--- src/rtl/neuron_layer_train_sequencer.sv ---
// ============================================================================
// neuron_layer_train_sequencer: steps one neuron layer through forward/learn
// phases per sample, counting samples per epoch and epochs per run.
// Rev 1.0 - initial release
// ============================================================================
`default_nettype none

module neuron_layer_train_sequencer #(
   parameter int N         = 16,
   parameter int M         = 28,
   parameter int SETTLE    = 2,
   parameter int SAMPLES_W = 8,
   parameter int EPOCHS_W  = 8,
   parameter int DATA_W    = 8
) (
   input  logic                          clock_i,
   input  logic                          reset_ni,
   input  logic                          start_i,
   input  logic                          train_en_i,
   input  logic [SAMPLES_W-1:0]          num_samples_i,
   input  logic [EPOCHS_W-1:0]           num_epochs_i,
   input  logic                          s_valid_i,
   output logic                          s_ready_o,
   input  logic [N-1:0][DATA_W-1:0]      s_in_i,
   input  logic [M-1:0][DATA_W-1:0]      s_target_i,
   output logic                          layer_valid_o,
   output logic                          layer_learn_o,
   output logic [N-1:0][DATA_W-1:0]      layer_in_o,
   output logic [M-1:0][DATA_W-1:0]      layer_expected_out_o,
   input  logic [M-1:0][DATA_W-1:0]      layer_out_i,
   output logic                          r_valid_o,
   output logic [M-1:0][DATA_W-1:0]      r_out_o,
   output logic                          busy_o,
   output logic                          epoch_done_o,
   output logic                          done_o,
   output logic [SAMPLES_W-1:0]          sample_idx_o,
   output logic [EPOCHS_W-1:0]           epoch_idx_o
);

   localparam int CNT_W = (SETTLE > 1) ? $clog2(SETTLE) : 1;

   typedef enum logic [2:0] {
      IDLE   = 3'd0,
      WAIT_S = 3'd1,
      FWD    = 3'd2,
      LEARN  = 3'd3,
      NEXT   = 3'd4
   } state_e;

   state_e                      state_q, state_d;
   logic                        train_en_q, train_en_d;
   logic [SAMPLES_W-1:0]        num_samples_q, num_samples_d;
   logic [EPOCHS_W-1:0]         num_epochs_q, num_epochs_d;
   logic [SAMPLES_W-1:0]        sample_idx_q, sample_idx_d;
   logic [EPOCHS_W-1:0]         epoch_idx_q, epoch_idx_d;
   logic [CNT_W-1:0]            settle_q, settle_d;
   logic [N-1:0][DATA_W-1:0]    layer_in_q, layer_in_d;
   logic [M-1:0][DATA_W-1:0]    layer_exp_q, layer_exp_d;
   logic [M-1:0][DATA_W-1:0]    r_out_q, r_out_d;
   logic                        epoch_done_q, epoch_done_d;
   logic                        done_q, done_d;
   logic                        capture;

   always_ff @(posedge clock_i or negedge reset_ni) begin
      if (!reset_ni) begin
         state_q       <= IDLE;
         train_en_q    <= 1'b0;
         num_samples_q <= '0;
         num_epochs_q  <= '0;
         sample_idx_q  <= '0;
         epoch_idx_q   <= '0;
         settle_q      <= '0;
         layer_in_q    <= '0;
         layer_exp_q   <= '0;
         r_out_q       <= '0;
         epoch_done_q  <= 1'b0;
         done_q        <= 1'b0;
      end else begin
         state_q       <= state_d;
         train_en_q    <= train_en_d;
         num_samples_q <= num_samples_d;
         num_epochs_q  <= num_epochs_d;
         sample_idx_q  <= sample_idx_d;
         epoch_idx_q   <= epoch_idx_d;
         settle_q      <= settle_d;
         layer_in_q    <= layer_in_d;
         layer_exp_q   <= layer_exp_d;
         r_out_q       <= r_out_d;
         epoch_done_q  <= epoch_done_d;
         done_q        <= done_d;
      end
   end

   // The result is presented in the last settle cycle, so r_out forwards
   // layer_out during the pulse and holds the captured copy afterwards.
   assign capture = (state_q == FWD) && (settle_q == '0);

   always_comb begin
      state_d       = state_q;
      train_en_d    = train_en_q;
      num_samples_d = num_samples_q;
      num_epochs_d  = num_epochs_q;
      sample_idx_d  = sample_idx_q;
      epoch_idx_d   = epoch_idx_q;
      settle_d      = settle_q;
      layer_in_d    = layer_in_q;
      layer_exp_d   = layer_exp_q;
      r_out_d       = r_out_q;
      epoch_done_d  = 1'b0;
      done_d        = 1'b0;

      case (state_q)
         IDLE: begin
            if (start_i) begin
               train_en_d    = train_en_i;
               num_samples_d = num_samples_i;
               num_epochs_d  = num_epochs_i;
               sample_idx_d  = '0;
               epoch_idx_d   = '0;
               if ((num_samples_i == '0) || (num_epochs_i == '0)) begin
                  done_d = 1'b1;
               end else begin
                  state_d = WAIT_S;
               end
            end
         end
         WAIT_S: begin
            if (s_valid_i) begin
               layer_in_d  = s_in_i;
               layer_exp_d = s_target_i;
               settle_d    = CNT_W'(SETTLE - 1);
               state_d     = FWD;
            end
         end
         FWD: begin
            if (capture) begin
               r_out_d = layer_out_i;
               state_d = train_en_q ? LEARN : NEXT;
            end else begin
               settle_d = settle_q - CNT_W'(1);
            end
         end
         LEARN: begin
            state_d = NEXT;
         end
         NEXT: begin
            if (sample_idx_q == num_samples_q - SAMPLES_W'(1)) begin
               sample_idx_d = '0;
               epoch_done_d = 1'b1;
               if (epoch_idx_q == num_epochs_q - EPOCHS_W'(1)) begin
                  epoch_idx_d = '0;
                  done_d      = 1'b1;
                  state_d     = IDLE;
               end else begin
                  epoch_idx_d = epoch_idx_q + EPOCHS_W'(1);
                  state_d     = WAIT_S;
               end
            end else begin
               sample_idx_d = sample_idx_q + SAMPLES_W'(1);
               state_d      = WAIT_S;
            end
         end
         default: begin
            state_d = IDLE;
         end
      endcase
   end

   // Valid/learn decode straight from state so an async reset drops them at once.
   assign s_ready_o            = (state_q == WAIT_S);
   assign layer_valid_o        = (state_q == FWD) || (state_q == LEARN);
   assign layer_learn_o        = (state_q == LEARN);
   assign layer_in_o           = layer_in_q;
   assign layer_expected_out_o = layer_exp_q;
   assign r_valid_o            = capture;
   assign r_out_o              = capture ? layer_out_i : r_out_q;
   assign busy_o               = (state_q != IDLE);
   assign epoch_done_o         = epoch_done_q;
   assign done_o               = done_q;
   assign sample_idx_o         = sample_idx_q;
   assign epoch_idx_o          = epoch_idx_q;

endmodule

`default_nettype wire

--- config.mk ---
export PLATFORM = sky130hd
export DESIGN_NAME = neuron_layer_train_sequencer
export DESIGN_NICKNAME = d
export VERILOG_FILES = /design/src/rtl/neuron_layer_train_sequencer.sv
export SDC_FILE = /design/constraint.sdc
export NUM_CORES = 1
export LEC_CHECK = 0
export BUFFER_PORTS_ARGS = -buffer_cell sky130_fd_sc_hd__buf_2
export CORE_AREA = 2 2 462 464
export DETAILED_ROUTE_END_ITERATION = 8
export DIE_AREA = 0 0 464 466
export PLACE_DENSITY = 0.35
export SLEW_MARGIN = 0
export SYNTH_ARGS = -nofsm -noshare
export SYNTH_HDL_FRONTEND = slang
export SYNTH_SLANG_ARGS = --single-unit
--- constraint.sdc ---
create_clock -name clock_i -period 2.6 [get_ports clock_i]
set_input_delay 0.13 -clock clock_i [delete_from_list [all_inputs] [get_ports clock_i]]
set_output_delay 0.13 -clock clock_i [all_outputs]
set_load 0.02 [all_outputs]
==> impl_metrics.yaml, run 1 <==
global_route:
  overflow: 0
  track_usage_pct: 13.4
  grt_pass1_vias: 24595
  grt_max_degree: 71
  antenna_found_initial: 87
  grt_pass1_wl_mm: 204
placement:
  post_dp_cell_area_um2: 36600
  place_ws_ns: -0.205
  routabilityCongestion: 0.876
  port-buffer-count: 1195
  place_hpwl_mm: 118
  dp.cells: 5762
setup_path:
  critical_path_class: "flip-flop to output port"
  cp.required_ns: 2.47
  r2r-end: "epoch_idx_o[7]$_DFFE_PN0P_"
  rr_startpoint: "num_samples_q[2]$_DFFE_PN0P_"
  endpoint_kind: "output port"
  reg2reg_slack_ns: 0.04
  path_max_fanout: 11
  startpoint_type: "flip-flop"
  cp.arrival_ns: 2.69
  r2r_cells: 8
pwr:
  p_leak_nw: 22.0
  finalPower_mw: 59.5
  p_per_area_nw_per_um2: 1220
  ir_drop_v: 0.000581
floorplanning:
  die_w_um: 464
  coreArea_um2: 211000
  die_h_um: 466
  initial_core_util_pct: 12.4
  dieArea_um2: 216000
  rows: 169
  io_pins: 1196
routing:
  vias_per_cell: 3.43
  drt_iter0_markers: 782
  firstDrtPassIters: 6
  antenna_left: 0
  wire_per_inst_um: 22.5
  vias: 22822
  drc: 0
  totalWireLength_mm: 149
synthesis:
  yosysTopAreaCellShare_pct: 58.9
  syn_nets: 2318
  yosysUniqueCellTypes: 49
  synth_edf_count: 0
  synth_common_cells: "mux2_2 (811), dfrtp_1 (615), clkbuf_1 (90), nand2_1 (28), o21ai_0 (15)"
  ys_seq_elements: 615
  ys_seq_area_share_pct: 58.9
  netlist_area_um2: 26100
  yosysTopAreaCell: "dfrtp_1"
  synthTopCellsByArea: "dfrtp_1 (59%), mux2_2 (35%), clkbuf_1 (1.3%), nand2_1 (0.40%), xnor2_1 (0.37%)"
  synthFlopType: "dfrtp_1"
  yosys_warnings: 0
  synth_area_per_cell_um2: 15.2
  syn_inst: 1717
  yosysMostFrequentCell: "mux2_2"
  async_reset_ff_share_pct: 100
timing:
  slew_viol_final: 0
  setup_ws_ns: -0.216
  rsz0062_at_grt: "true"
  min_period_ns: 2.82
  fin_tns_setup_ns: -31.10
  finClkSkew_ns: 0.0312
  worst_pin_slew_ns: 0.609
  slew_headroom_pct: 59.4
  whs_ns: 0.133
  final-hold-violation-count: 0
  fin_crit_sh_pct: 108
  max_freq_mhz: 355
  finalSetupViolCount: 224
clocking:
  clk_pin_slew_ns: 0.06
  root_buffer: "clkbuf_16"
  clockBufferDepth: 3
  cts_tree: "built"
  clk_latency_ns: 0.71
  ctsHtreeMaxLevel: 3
  numCtsBuffers: 86
  clock-sinks: 615
min_path:
  hold_class: "primary input to async pin"
outcome:
  violations: "setup timing"
  outcome: "complete, but fails checks"
final_layout:
  final_core_util_pct: 23.0
  syn2layout_area_growth_pct: 86.2
  drive_gt1_share_pct: 63.3
  layout.cells.non_filler: 6650
  final_nets: 4332
  design_area_um2: 48700
run:
  drv_cap: 0
## cell families (layout without fill, tap and decap cells)
group / after synthesis / count (layout) / share of synthesized area (%)
AO/OA/AOI/OAI: 58 / 58 / 1.67
XOR/XNOR: 21 / 21 / 0.704
adder cells (fa/ha/maj): 4 / 4 / 0.191
buffers and inverters: 111 / 2195 / 1.64
flip-flops: 615 / 615 / 58.9
multiplexers: 812 / 812 / 35.0
other: 0 / 28 / 0
AND/OR/NAND/NOR: 96 / 96 / 1.95
## worst max-delay path, stage by stage (launching register included)
cell and delay, ns:
dfrtp_1 0.39, nor2b_2 0.16, nor3b_4 0.23, buf_12 0.16
buf_16 0.15, buf_16 0.16, buf_4 0.15, mux2_2 0.35
buf_4 0.16
## report_power, final
group          switching (mW)  internal [mW]  total (mW)  leakage, nW
logic                    16.0           14.0        30.0         13.2
clock network            5.19           7.21        12.4         1.42
registers                2.80           14.3        17.1         7.38
total                    24.0           35.6        59.5         22.0
## final cells by class
class                           count  area, um2
Tap cell                         2821       3530
Inverter                           13       48.8
Multi-Input combinational cell    991      10900
Clock inverter                     36        442
Sequential cell                   615      15400
Fill cell                       22691     163000
Clock buffer                      122       2480
Timing Repair Buffer             2024      15800
Antenna cell                       28       70.1
## placed cells by master, fill, tap and decap left out, drive strengths merged, types with 2 or more instances in the layout
cell type	n
buf	1415
mux2	811
dfrtp	615
dlygate4sd3	597
clkbuf	127
diode	28
nand2	28
clkinv	21
o21ai	18
inv	17
nor2	12
xnor2	11
xor2	10
nand3	8
nor4	8
bufbuf	7
nand2b	6
clkinvlp	6
nor2b	6
nor3b	6
nor3	6
a21o	5
bufinv	5
a21oi	5
a31oi	4
or2	4
o2bb2a	4
o31ai	4
ha	4
and2	3
and3	3
a211oi	3
o21bai	2
a22o	2
o211ai	2
nand4	2
a2111oi	2
## how the worst max path moves through the flow
stage | from | end | slack [ns] | cells after the start
6_report | state_q[0]$_DFFE_PN0P_ | r_out_o[10] | -0.22 | 8
5_1_grt | state_q[0]$_DFFE_PN0P_ | r_out_o[158] | -0.37 | 8
4_1_cts | state_q[0]$_DFFE_PN0P_ | r_out_o[65] | -0.38 | 8
3_5_place_dp | num_samples_q[0]$_DFFE_PN0P_ | epoch_idx_o[7]$_DFFE_PN0P_ | -0.20 | 10
3_3_place_gp | num_samples_q[0]$_DFFE_PN0P_ | epoch_idx_o[3]$_DFFE_PN0P_ | -0.26 | 10
2_1_floorplan | state_q[0]$_DFFE_PN0P_ | r_out_o[214] | 0.09 | 7
## routing by layer
layer	GRT usage, %	share of wire, %	up-vias
li1	-	-	10282
met2	22.3	47	957
met3	4.70	8.3	212
met1	16.1	42	11345
met4	3.83	2.5	26
met5	0	0.12	-
## state kept, by name, summed over array words and instances, names as in the netlist, 3 cells and up
register	cells
epoch_idx_o	8
layer_expected_out_o	224
layer_in_o	128
num_epochs_q	8
num_samples_q	8
r_out_q	224
sample_idx_o	8
state_q	3
## what timing repair did
action | in CTS | in global routing
resized for setup | 266 | 279
endpoints found under the hold margin | 906 | 0
hold buffers | 598 | 0
buffers inserted | 57 | 27
setup endpoints to repair | 237 | 238
gates cloned | 18 | 7
pin swaps | 1 | 8
Power figures use the tool's default switching activity.
==> inputs of run 2 (changes only) <==
--- a/config.mk
+++ b/config.mk
@@ -5,11 +5,14 @@
 export SDC_FILE = /design/constraint.sdc
 export NUM_CORES = 1
 export LEC_CHECK = 0
+export ABC_AREA = 1
 export BUFFER_PORTS_ARGS = -buffer_cell sky130_fd_sc_hd__buf_2
-export CORE_AREA = 2 2 462 464
+export CELL_PAD_IN_SITES_DETAIL_PLACEMENT = 0
+export CELL_PAD_IN_SITES_GLOBAL_PLACEMENT = 1
+export CORE_AREA = 2 2 464 466
 export DETAILED_ROUTE_END_ITERATION = 8
-export DIE_AREA = 0 0 464 466
-export PLACE_DENSITY = 0.35
+export DIE_AREA = 0 0 466 468
+export PLACE_DENSITY = 0.41
 export SLEW_MARGIN = 0
 export SYNTH_ARGS = -nofsm -noshare
 export SYNTH_HDL_FRONTEND = slang
==> run 2 against run 1 <==
The run now ends clean; cell count rose by 6.8%; global-route usage fell by 0.82 points; wire length fell by 1.9%.
==> impl_metrics.yaml, run 2 <==
outcome:
  outcome: "finished, final reports clean"
min_path:
  hold_class: "primary input to flip-flop"
final_layout:
  design_area_um2: 44900
  layout.cells.non_filler: 7102
  final_cell_mix: "buf_2 (1148), nand2_1 (1005), dfrtp_1 (614)"
  final_nets: 4789
  syn2layout_area_growth_pct: 75.9
  fillers: 23581
  regArea_um2: 15400
  final_common_cell: "buf_2"
  drive_gt1_share_pct: 42.4
  multi_input_area_um2: 9410
synthesis:
  yosysTopAreaCell: "dfrtp_1"
  yosysUniqueCellTypes: 28
  async_reset_ff_share_pct: 100
  synth_area_per_cell_um2: 11.1
  synthFlopType: "dfrtp_1"
  synth_edf_count: 0
  syn_nets: 2902
  ys_seq_elements: 615
  yosys_warnings: 0
  synthTopCellsByArea: "dfrtp_1 (60%), nand2_1 (15%), mux2_4 (10%), mux2_2 (8.1%), buf_2 (1.1%)"
  yosysMostFrequentCell: "nand2_1"
  synth_common_cells: "nand2_1 (1034), dfrtp_1 (615), mux2_2 (183), mux2_4 (169), inv_1 (57)"
  yosysTopAreaCellShare_pct: 60.4
  syn_inst: 2301
  ys_seq_area_share_pct: 60.4
  netlist_area_um2: 25500
setup_path:
  r2r_cells: 10
  critical_path_class: "flip-flop to output port"
  cp.required_ns: 2.47
  crit_start: "state_q[2]$_DFFE_PN0P_"
  cp.arrival_ns: 2.40
  endpoint_kind: "output port"
  crit_family: "buffers and inverters"
  path_depth: 9
  crit_path_end: "r_out_o[214]"
  r2r-end: "num_samples_q[7]$_DFFE_PN0P_"
  crit_buf_inv: 4
  slowest_stage: "dfrtp_2"
  path_max_fanout: 17
  crit_chain: "nor2_4 -> nand2_2 -> nor2_4 -> buf_12 -> inv_16 -> clkbuf_16 -> nand2_1 -> nand2_1 -> buf_2"
  slowest_delay_ns: 0.42
  reg2reg_slack_ns: 0.36
  rr_startpoint: "state_q[1]$_DFFE_PN0P_"
  startpoint_type: "flip-flop"
timing:
  slew_headroom_pct: 37.5
  fin_tns_setup_ns: 0
  min_period_ns: 2.53
  max_freq_mhz: 395
  rsz0062_at_grt: "true"
  worst_pin_slew_ns: 0.935
  slew_viol_final: 0
  finClkSkew_ns: 0.0362
  fin_crit_sh_pct: 97.3
  finalSetupViolCount: 0
  setup_ws_ns: 0.0707
  final-hold-violation-count: 0
pwr:
  ir_drop_v: 0.000700
  p_sw_share_pct: 44.0
  power_frac_seq_pct: 29.5
  finalPower_mw: 57.1
  p_sw_mw: 25.1
  p_leak_nw: 23.0
  p_per_area_nw_per_um2: 1270
  p_clk_share_pct: 19.9
  p_int_mw: 32.0
  combPwrFrac_pct: 50.6
routing:
  drt_iter0_markers: 1007
  vias_per_cell: 3.36
  drc: 0
  vias: 23898
  wire_per_inst_um: 20.6
  totalWireLength_mm: 146
  antenna_left: 0
  firstDrtPassIters: 5
clocking:
  ctsHtreeMaxLevel: 3
  root_buffer: "clkbuf_16"
  clock-sinks: 615
  clockBufferDepth: 3
  clk_latency_ns: 0.71
  numCtsBuffers: 83
  clk_pin_slew_ns: 0.06
  cts_tree: "built"
floorplanning:
  rows: 170
  coreArea_um2: 213000
  dieArea_um2: 218000
  die_h_um: 468
  initial_core_util_pct: 12.0
  die_w_um: 466
  io_pins: 1196
placement:
  place_ws_ns: 0.143
  dp.cells: 6302
  routabilityCongestion: 0.806
  post_dp_cell_area_um2: 35100
  place_hpwl_mm: 108
  port-buffer-count: 1195
global_route:
  overflow: 0
  grt_pass1_vias: 25344
  grt_max_degree: 77
  grt_pass1_wl_mm: 194
  track_usage_pct: 12.5
  antenna_found_initial: 45
run:
  drv_cap: 0
-- run 2: cell types whose count changed after synthesis, sizes merged, moves of 6 or more --
cell,delta
nor2b,-6
clkbuf,-81
nand2,+1007
inv,+48
nor2,+32
mux2,-459
nand2b,-6
buf,+73
o21ai,+6
o22ai,+7
nand3,+23
nor3b,-6
-- run 2: layout make-up --
| cell class | count | share of cell area (%) |
|---|---|---|
| Multi-Input combinational cell | 1535 | 21.0 |
| Timing Repair Buffer | 1892 | 30.3 |
| Clock buffer | 121 | 5.33 |
| Inverter | 61 | 0.547 |
| Clock inverter | 20 | 0.544 |
| Tap cell | 2838 | 7.92 |
| Antenna cell | 20 | 0.112 |
| Sequential cell | 615 | 34.3 |
-- run 2: stage by stage --
step	util [%]	hold slack [ns]
6_report	21.0	0.185
5_1_grt	21.0	0.125
4_1_cts	20.9	0.0772
3_5_place_dp	16.5	0.165
3_3_place_gp	16.5	0.172
2_1_floorplan	-	-0.166
-- run 2: timing repair --
| item | 4_1_cts | 5_1_grt |
|---|---|---|
| hold endpoints to repair | 902 | 0 |
| pin swaps | 6 | 1 |
| hold buffers | 605 | 0 |
| cloned | 14 | 9 |
| resized for setup | 105 | 10 |
| setup buffers | 12 | 0 |
| endpoints found under the setup margin | 225 | 221 |
-- run 2: logic make-up after synthesis --
kind of cell               count (synthesis)  share of synthesized area [%]
and+or+nand+nor                         1127                           17.0
buffers and inverters                    151                           3.07
DFF                                      615                           60.4
adders and majority gates                  4                          0.196
xor gates and xnor gates                  19                          0.653
muxes                                    352                           18.0
AOI/OAI and AO/OA                         33                          0.697
-- run 2: worst min-delay path, cell delays in order --
cell,delay [ns]
dlygate4sd3_1,0.52
buf_2,0.09
nand2_1,0.05
nand2_1,0.06
-- run 2: routing by layer --
layer,share of wire (%),GRT usage (%)
met1,38,13.5
met2,50,22.5
met3,9.3,4.95
met4,2.6,3.68
met5,0.025,0
-- run 2: worst min path at each step --
stage | from | end | slack [ns] | cells past startpoint
global route | s_in_i[11] | layer_in_o[11]$_DFFE_PN0P_ | 0.12 | 3
finish | layer_out_i[5] | r_out_q[5]$_DFFE_PN0N_ | 0.19 | 4
floorplan | reset_ni | done_o$_DFF_PN0_ | -0.17 | 0
CTS | layer_out_i[26] | r_out_q[26]$_DFFE_PN0N_ | 0.08 | 4
global placement | reset_ni | layer_expected_out_o[108]$_DFFE_PN0P_ | 0.17 | 1
detailed placement | reset_ni | layer_expected_out_o[108]$_DFFE_PN0P_ | 0.16 | 1
-- run 2: power groups by stage --
stage	sequential, mW	combinational [mW]	clock (mW)
4_1_cts	16.9	29.2	11.9
3_3_place_gp	16.9	27.1	0
6_report	16.8	28.9	11.4
3_5_place_dp	17.0	27.0	0
5_1_grt	17.4	31.3	12.3
2_1_floorplan	19.9	12.8	0
==> inputs of run 3 (changes only) <==
==> config.mk (replaced) <==
export PLATFORM = sky130hd
export DESIGN_NAME = neuron_layer_train_sequencer
export DESIGN_NICKNAME = d
export VERILOG_FILES = /design/src/rtl/neuron_layer_train_sequencer.sv
export SDC_FILE = /design/constraint.sdc
export NUM_CORES = 1
export LEC_CHECK = 0
export CELL_PAD_IN_SITES_DETAIL_PLACEMENT = 0
export CELL_PAD_IN_SITES_GLOBAL_PLACEMENT = 1
export CORE_AREA = 2 2 465 467
export DETAILED_ROUTE_END_ITERATION = 8
export DIE_AREA = 0 0 467 469
export DONT_BUFFER_PORTS = 1
export PLACE_DENSITY = 0.34
export SLEW_MARGIN = 0
export SYNTH_ARGS = -nofsm -noshare
export SYNTH_HDL_FRONTEND = slang
export SYNTH_SLANG_ARGS = --single-unit
==> run 3 against run 2 <==
The run now ends with slew limit, setup timing left; first-iteration DRC count is 41% lower; maximum frequency is 6.6% lower; cell count fell by 22%; worst setup slack worse by 0.18 ns; clock power about the same; total power down 7.3%; die area is 0.43% higher; wire length shrank 9.7%; clock skew grew 0.0037 ns; combinational power fell by 37%; flip-flop and latch count unchanged; core utilization shrank 1.1 points; critical endpoint is now r_out_o[108]; largest power group is now registers.
==> impl_metrics.yaml, run 3 (synthesized netlist as in run 1, its figures left out) <==
global_route:
  track_usage_pct: 11.5
  grt_max_degree: 616
  grt_pass1_wl_mm: 176
  grt.busiest_layer: "met2"
  grtUsageMet3_pct: 5.17
  use_met1_pct: 12.5
  antenna_found_initial: 62
  met2_usage_pct: 19.2
  grt_pass1_vias: 20409
  overflow: 0
setup_path:
  reg2reg_slack_ns: 0.05
  crit_path_end: "r_out_o[108]"
  cp.required_ns: 2.47
  r2r_cells: 11
  endpoint_kind: "output port"
  startpoint_type: "flip-flop"
  cp.arrival_ns: 2.58
  r2r-end: "epoch_idx_o[3]$_DFFE_PN0P_"
  path_max_fanout: 8
  crit_start: "state_q[0]$_DFFE_PN0P_"
  critical_path_class: "flip-flop to output port"
  rr_startpoint: "num_samples_q[0]$_DFFE_PN0P_"
floorplanning:
  io_pins: 1196
  die_h_um: 469
  dieArea_um2: 219000
  die_w_um: 467
  initial_core_util_pct: 12.2
  coreArea_um2: 214000
  rows: 170
final_layout:
  final_cell_mix: "dlygate4sd3_1 (682), dfrtp_1 (610), mux2_2 (607)"
  layout.cells.non_filler: 5546
  syn2layout_area_growth_pct: 62.7
  drive_gt1_share_pct: 43.9
  final_common_cell: "dlygate4sd3_1"
  final_nets: 3165
timing:
  max_freq_mhz: 369
  min_period_ns: 2.71
  finalSetupViolCount: 119
  rsz0062_at_grt: "true"
  final-hold-violation-count: 0
  setup_ws_ns: -0.109
  finClkSkew_ns: 0.0399
  fin_crit_sh_pct: 104
  worst_pin_slew_ns: 1.57
  slew_viol_final: 141
  slew_headroom_pct: -4.87
clocking:
  ctsHtreeMaxLevel: 3
  clock-sinks: 615
  clockBufferDepth: 3
  numCtsBuffers: 82
  clk_pin_slew_ns: 0.06
  cts_tree: "built"
  clk_latency_ns: 0.73
  root_buffer: "clkbuf_16"
min_path:
  hold_class: "primary input to flip-flop"
routing:
  vias_per_cell: 3.37
  drc: 0
  drt_iter0_markers: 596
  firstDrtPassIters: 4
  vias: 18692
  antenna_left: 0
  totalWireLength_mm: 132
  wire_per_inst_um: 23.9
pwr:
  p_per_area_nw_per_um2: 1250
  p_leak_nw: 17.1
  ir_drop_v: 0.000611
placement:
  dp.cells: 4528
  place_hpwl_mm: 96.6
  routabilityCongestion: 0.831
  port-buffer-count: 0
  place_ws_ns: -0.132
outcome:
  outcome: "complete, but fails checks"
  violations: "slew limit, setup timing"
run:
  drv_cap: 0
[run 3: cell types whose count changed in the layout (fill, tap and decap cells not counted), moves of 12 or more]
cell / delta
diode_2: +59
nand2_1: -977
inv_1: -46
mux2_2: +424
buf_2: -1148
buf_4: +12
nor2_1: -29
dlygate4sd3_1: +77
mux2_4: +35
nand2_2: -29
nand3_1: -23
[run 3: worst max-delay path: stages, from the launching register on]
cell and delay [ns]:
dfrtp_2 0.42, nor2b_4 0.13, nor3b_4 0.22, buf_12 0.14, buf_16 0.15, buf_16 0.16
buf_12 0.13, buf_16 0.12, mux2_4 0.37
[run 3: report_power, final]
| part | internal [mW] | total [mW] | switching [mW] | leakage [nW] |
|---|---|---|---|---|
| sequential | 14.3 | 23.3 | 9.01 | 7.38 |
| clock | 6.64 | 11.5 | 4.87 | 1.32 |
| combinational | 9.76 | 18.1 | 8.38 | 8.35 |
[run 3: how the worst min path moves through the flow]
stage	slack, ns	cells after the start	to	startpoint
floorplan	-0.17	0	done_o$_DFF_PN0_	reset_ni
global placement	-0.14	0	epoch_idx_o[1]$_DFFE_PN0P_	reset_ni
detailed placement	-0.14	0	epoch_idx_o[1]$_DFFE_PN0P_	reset_ni
CTS	-0.96	0	epoch_idx_o[1]$_DFFE_PN0P_	reset_ni
global route	0.04	2	layer_expected_out_o[167]$_DFFE_PN0P_	s_target_i[167]
finish	0.09	2	layer_expected_out_o[149]$_DFFE_PN0P_	s_target_i[149]
[run 3: final cells by class]
cell class              count  area, um2
diodes                     79        198
clock buffers             119       2380
clock inverters            30        363
fillers                 23008     171000
inverters                  13       48.8
multi-input cells         991      11200
flip-flops and latches    615      15400
well taps                2838       3550
repair buffers            861       9380
[run 3: per-layer routing]
layer | up-vias | routed length [um]
li1 | 7979 | -
met4 | 14 | 4260
met3 | 205 | 15700
met2 | 928 | 65000
met1 | 9566 | 47200
met5 | - | 183
[run 3: what timing repair did]
item | 4_1_cts | 5_1_grt
endpoints found under the setup margin | 233 | 280
hold endpoints to repair | 1223 | 276
cloned | 24 | 8
resized for setup | 266 | 75
buffers inserted | 47 | 45
hold buffers | 680 | 2
pin swaps | 1 | 10
[run 3: stage by stage]
step / hold slack (ns) / utilization [%] / power, mW / setup TNS (ns) / instance area (um2)
2_1_floorplan: -0.166 / - / 31.8 / 0 / 26100
3_3_place_gp: -0.138 / 14.1 / 38.2 / -0.975 / 30100
3_5_place_dp: -0.137 / 14.1 / 38.3 / -0.539 / 30100
4_1_cts: -0.964 / 19.5 / 53.4 / -36.72 / 41800
5_1_grt: 0.0362 / 19.9 / 55.8 / -35.01 / 42500
6_report: 0.0938 / 19.9 / 52.9 / -5.05 / 42500
